**src/rtl/fwgpio_irq.sv**
```systemverilog
// rtl/fwgpio_irq.sv - GPIO input synchronizer, debounce filter and sticky interrupt pending
module fwgpio_irq #(
    parameter int N_PINS = 32
) (
    input  logic              clock,
    input  logic              reset,
    input  logic [3:0]        rt_adr,
    input  logic [31:0]       rt_dat_w,
    output logic [31:0]       rt_dat_r,
    input  logic              rt_we,
    input  logic              rt_valid,
    output logic              rt_ready,
    input  logic [N_PINS-1:0] pin_i,
    output logic              irq
);

    typedef enum logic {IDLE, ACK} state_t;

    state_t state, state_nx;

    logic [N_PINS-1:0] en_q, rise_q, fall_q, level_q, pend_q;
    logic [15:0]       debounce_q;
    logic [15:0]       presc_q;
    logic [N_PINS-1:0] s1_q, s2_q, h0_q, h1_q, filt_q, filt_d_q;

    logic              accept, wr, rd, tick, deb_wr;
    logic [N_PINS-1:0] set, clr, filt_agree;
    logic [31:0]       rd_data;

    // Bus handshake: one accept cycle in IDLE, one ready cycle in ACK
    always_ff @(posedge clock or negedge reset) begin
        if (!reset) state <= IDLE;
        else        state <= state_nx;
    end

    always_comb begin
        state_nx = state;
        case (state)
            IDLE:    if (rt_valid) state_nx = ACK;
            ACK:     state_nx = IDLE;
            default: state_nx = IDLE;
        endcase
    end

    always_comb begin
        rt_ready = (state == ACK);
    end

    assign accept = (state == IDLE) && rt_valid;
    assign wr     = accept && rt_we;
    assign rd     = accept && !rt_we;
    assign deb_wr = wr && (rt_adr == 4'd6);

    always_ff @(posedge clock or negedge reset) begin
        if (!reset) begin
            en_q       <= '0;
            rise_q     <= '0;
            fall_q     <= '0;
            level_q    <= '0;
            debounce_q <= '0;
        end else if (wr) begin
            case (rt_adr)
                4'd1:    en_q       <= rt_dat_w[N_PINS-1:0];
                4'd2:    rise_q     <= rt_dat_w[N_PINS-1:0];
                4'd3:    fall_q     <= rt_dat_w[N_PINS-1:0];
                4'd4:    level_q    <= rt_dat_w[N_PINS-1:0];
                4'd6:    debounce_q <= rt_dat_w[15:0];
                default: ;
            endcase
        end
    end

    always_ff @(posedge clock or negedge reset) begin
        if (!reset) begin
            s1_q <= '0;
            s2_q <= '0;
        end else begin
            s1_q <= pin_i;
            s2_q <= s1_q;
        end
    end

    // Prescaler wraps after DEBOUNCE+1 cycles; idle at zero while bypassed
    assign tick = (debounce_q != 16'd0) && (presc_q == debounce_q);

    always_ff @(posedge clock or negedge reset) begin
        if (!reset)                                      presc_q <= '0;
        else if (deb_wr || debounce_q == 16'd0 || tick)  presc_q <= '0;
        else                                             presc_q <= presc_q + 16'd1;
    end

    // Per bit: all three samples 1 -> 1, all three 0 -> 0, otherwise hold
    assign filt_agree = (s2_q & h0_q & h1_q) | (filt_q & (s2_q | h0_q | h1_q));

    always_ff @(posedge clock or negedge reset) begin
        if (!reset) begin
            h0_q     <= '0;
            h1_q     <= '0;
            filt_q   <= '0;
            filt_d_q <= '0;
        end else begin
            filt_d_q <= filt_q;
            if (debounce_q == 16'd0) begin
                filt_q <= s2_q;
            end else if (tick) begin
                h0_q   <= s2_q;
                h1_q   <= h0_q;
                filt_q <= filt_agree;
            end
        end
    end

    assign set = (rise_q & filt_q & ~filt_d_q)
               | (fall_q & ~filt_q & filt_d_q)
               | (level_q & filt_q);
    assign clr = (wr && rt_adr == 4'd5) ? rt_dat_w[N_PINS-1:0] : '0;

    // Set is OR-ed after the clear so a same-cycle event is never lost
    always_ff @(posedge clock or negedge reset) begin
        if (!reset) begin
            pend_q <= '0;
            irq    <= 1'b0;
        end else begin
            pend_q <= (pend_q & ~clr) | set;
            irq    <= |(pend_q & en_q);
        end
    end

    always_comb begin
        rd_data = '0;
        case (rt_adr)
            4'd0:    rd_data = 32'(filt_q);
            4'd1:    rd_data = 32'(en_q);
            4'd2:    rd_data = 32'(rise_q);
            4'd3:    rd_data = 32'(fall_q);
            4'd4:    rd_data = 32'(level_q);
            4'd5:    rd_data = 32'(pend_q);
            4'd6:    rd_data = 32'(debounce_q);
            default: rd_data = '0;
        endcase
    end

    // Read data is loaded at accept, visible during ACK, zero otherwise
    always_ff @(posedge clock or negedge reset) begin
        if (!reset) rt_dat_r <= '0;
        else        rt_dat_r <= rd ? rd_data : '0;
    end

endmodule
```
**config.mk**
```make
export PLATFORM = sky130hd
export DESIGN_NAME = fwgpio_irq
export DESIGN_NICKNAME = d
export VERILOG_FILES = /design/src/rtl/fwgpio_irq.sv
export SDC_FILE = /design/constraint.sdc
export NUM_CORES = 1
export LEC_CHECK = 0
export ABC_AREA = 1
export CORE_ASPECT_RATIO = 1.4
export CORE_MARGIN = 1.5
export CORE_UTILIZATION = 45
export CTS_BUF_LIST = sky130_fd_sc_hd__clkbuf_16
export CTS_CLUSTER_SIZE = 20
export DETAILED_ROUTE_END_ITERATION = 6
export GPL_ROUTABILITY_DRIVEN = 0
export GPL_TIMING_DRIVEN = 1
export PLACE_DENSITY = 0.7
export SLEW_MARGIN = 0
export SYNTH_ARGS = -nofsm -noshare
export SYNTH_HDL_FRONTEND = slang
export SYNTH_SLANG_ARGS = --single-unit
```
**constraint.sdc**
```tcl
create_clock -name clock -period 1.85 [get_ports clock]
set_input_delay 0.185 -clock clock [delete_from_list [all_inputs] [get_ports clock]]
set_output_delay 0.185 -clock clock [all_outputs]
set_load 0.02 [all_outputs]
```
==> qor.yml <==
outcome:
  status: "completed"
route:
  drc: 0
  viasPerCell: 5.43
  wirelength_mm: 47.8
  wl_per_cell_um: 17.4
  ant_nets: 0
  dr.pass1.iters: 6
  vias: 14900
  drtIter0Drc: 1418
die:
  die_area_mm2: 0.0413
  ios: 106
  core-area_mm2: 0.0395
  initial_utilization: 0.457
  die_y_um: 240
  std_cell_rows: 86
  chipWidth_um: 172
worst_setup_path:
  path_buf_inv: 2
  critPathSlowestCell: "dfrtp_1"
  crit_top_cell: "nand2_1"
  r2r_end: "filt_q[17]"
  crit_type: "reg2reg"
  r2r_setup_slack_ps: 80
  cp-start-kind: "flop"
  worstPathArrival_ps: 2240
  r2r-start: "debounce_q[6]"
  r2r.worst_path.cells: 8
  cp_top_family: "simple AND/OR/NAND/NOR gates"
  crit_chain: "inv_1 > nand4_1 > nor2_4 > buf_6 > nand3_1 > nand2_1 > nand2_1 > nand2_1"
  critPathCaptureType: "flop"
  cp_slowest_stage_delay_ps: 400
  path_max_fanout: 32
  critPathRequiredTime_ps: 2320
yosys:
  synth_fp_nets: 2148
  netlist_area_mm2: 0.0180
  ys_seq_elements: 418
  synth_area_per_cell_um2: 8.69
  yosysMostFrequentCell: "nand2_1"
  synth_top_cells_by_count: "nand2_1, dfrtp_1, o21ai_0"
  synthCells: 2075
  ys_warn_count: 0
  synth_edf_count: 0
  synth-seq-area-share: 0.580
  synthArstFlopShare: 1.00
  synthTopCellsByArea: "dfrtp_1, nand2_1, o21ai_0"
  synth_cell_type_count: 34
  synth.largest_area_cell: "dfrtp_1"
  yosysTopAreaCellShare: 0.580
  ys.flop_type: "dfrtp_1"
timing:
  min_period_ps: 1770
  setup_ws_ps: 81.3
  setup_violations: 0
  slew_viol_final: 0
  final-hold-violation-count: 0
  relSlewSlack: 0.705
  rsz0062_at_grt: "true"
  max_slew.worst_pin.slew_ps: 438
  min_period_over_period: 0.956
  fmax_mhz: 565
  fin_worst_skew_ps: 26.8
  holdWs_ps: 79.1
power:
  p_leak_nw: 10.1
  vdd_drop_max_mv: 0.678
  p_total_mw: 27.3
  power.density_mw_per_mm2: 1280
worst_hold_path:
  hp-start: "pin_i[12]"
  whs_endpoint: "s1_q[12]"
  min_path_cells: 1
  hold_class: "in2reg"
layout:
  finalNonFillerCells: 2746
  drive_gt1_frac: 0.0771
  final_area_mm2: 0.0214
  regArea_mm2: 0.0105
  antenna_cells: 0
  nFillCells: 3541
  fin_nets: 2263
  multi_input_area_mm2: 0.00645
  area_delta_synth_final_pct: 18.8
placed_design:
  dp_cells: 2668
  postPlaceCellArea_mm2: 0.0199
  dp_hpwl_mm: 31.5
  portBuffers: 105
  place_ws_ps: -2.71
global_routing:
  grt_pass1_wl_mm: 76.7
  grt_antenna_before_repair: 0
  grt.overflow.total: 0
  grt_max_degree: 77
  grt_use_total: 0.237
  grt_pass1_vias: 14400
clocking:
  clkLatencyLatePin_ps: 560
  clock-root-buffer: "clkbuf_16"
  clock_sinks: 418
  h-tree-depth: 2
  cts_tree: "done"
  numCtsBuffers: 41
  cts_buffer_depth: 3
  path_clk_slew_ps: 60
flow_run:
  drv_cap: 0
[routing by layer]
metal  vias to the layer above  global-route usage  part of all wire
li1                       7050                   -                 -
met1                      7178               0.323              0.42
met2                       579               0.383              0.48
met3                       111              0.0344             0.064
met4                         0              0.0914             0.033
met5                         -                   0                 0
[timing repair]
item,4_1_cts,5_1_grt
resized for setup,0,8
hold endpoints to repair,132,0
setup buffers,0,5
hold buffers,1,0
setup endpoints to repair,0,77
[power by group]
group / switching [mW] / internal [mW] / total, mW / leakage [nW]
sequential: 1.88 / 11.2 / 13.1 / 5.28
combinational: 3.59 / 2.21 / 5.81 / 4.12
clock: 3.50 / 4.94 / 8.45 / 0.686
total: 8.97 / 18.4 / 27.3 / 10.1
[metrics by stage]
step | util | TNS (ps)
2_1_floorplan | - | 0
3_3_place_gp | 0.505 | -8.33
3_5_place_dp | 0.505 | -2.71
4_1_cts | 0.539 | 0
5_1_grt | 0.542 | 0
6_report | 0.542 | 0
[flip-flops by register name, summed over array words and instances, names as in the netlist]
register,flops
debounce_q,16
en_q,32
fall_q,32
filt_d_q,32
filt_q,32
h0_q,32
h1_q,32
irq,1
level_q,32
pend_q,32
presc_q,16
rise_q,32
rt_dat_r,32
rt_ready,1
s1_q,32
s2_q,32
[worst max path at each step]
stage	start	end	slack, ps	cells past startpoint
2_1_floorplan	presc_q[0]	presc_q[10]	350	7
3_3_place_gp	rt_adr[2]	rt_dat_r[10]	-8	10
3_5_place_dp	rt_adr[2]	rt_dat_r[7]	-3	10
4_1_cts	presc_q[5]	filt_q[1]	30	10
5_1_grt	debounce_q[13]	presc_q[11]	2	8
6_report	debounce_q[6]	filt_q[17]	80	8
[layout make-up]
| type | instances | area share |
|---|---|---|
| clock buffers | 42 | 0.0491 |
| repair buffers | 168 | 0.0896 |
| clock inverters | 29 | 0.0136 |
| multi-input cells | 1405 | 0.301 |
| flip-flops and latches | 418 | 0.488 |
| well taps | 528 | 0.0308 |
| inverters | 156 | 0.0273 |
[cells by family after synthesis]
family | count (synthesis) | synth area share
AND/OR/NAND/NOR | 1039 | 0.246
flip-flops | 418 | 0.580
AO/OA/AOI/OAI | 351 | 0.103
buffers and inverters | 252 | 0.0638
XOR/XNOR | 14 | 0.00680
adder cells (fa/ha/maj) | 1 | 0.000694
[cells in the final DEF, fill, tap and decap left out, types with 3 or more instances in the layout]
cell type,instances
a211oi_1,3
a21oi_1,82
a22o_1,5
buf_12,28
buf_4,29
buf_6,3
bufinv_16,6
clkbuf_16,43
clkdlybuf4s50_1,104
clkinv_1,7
clkinv_2,6
dfrtp_1,418
inv_1,132
inv_2,32
nand2_1,640
nand2_2,6
nand3_1,124
nand4_1,70
nor2_1,109
nor2_2,4
nor2_4,3
nor3_1,76
o2111ai_1,6
o21ai_0,163
o21ai_1,68
o221ai_1,8
o22ai_1,13
xor2_1,13
(Power assumes the default switching activity.)
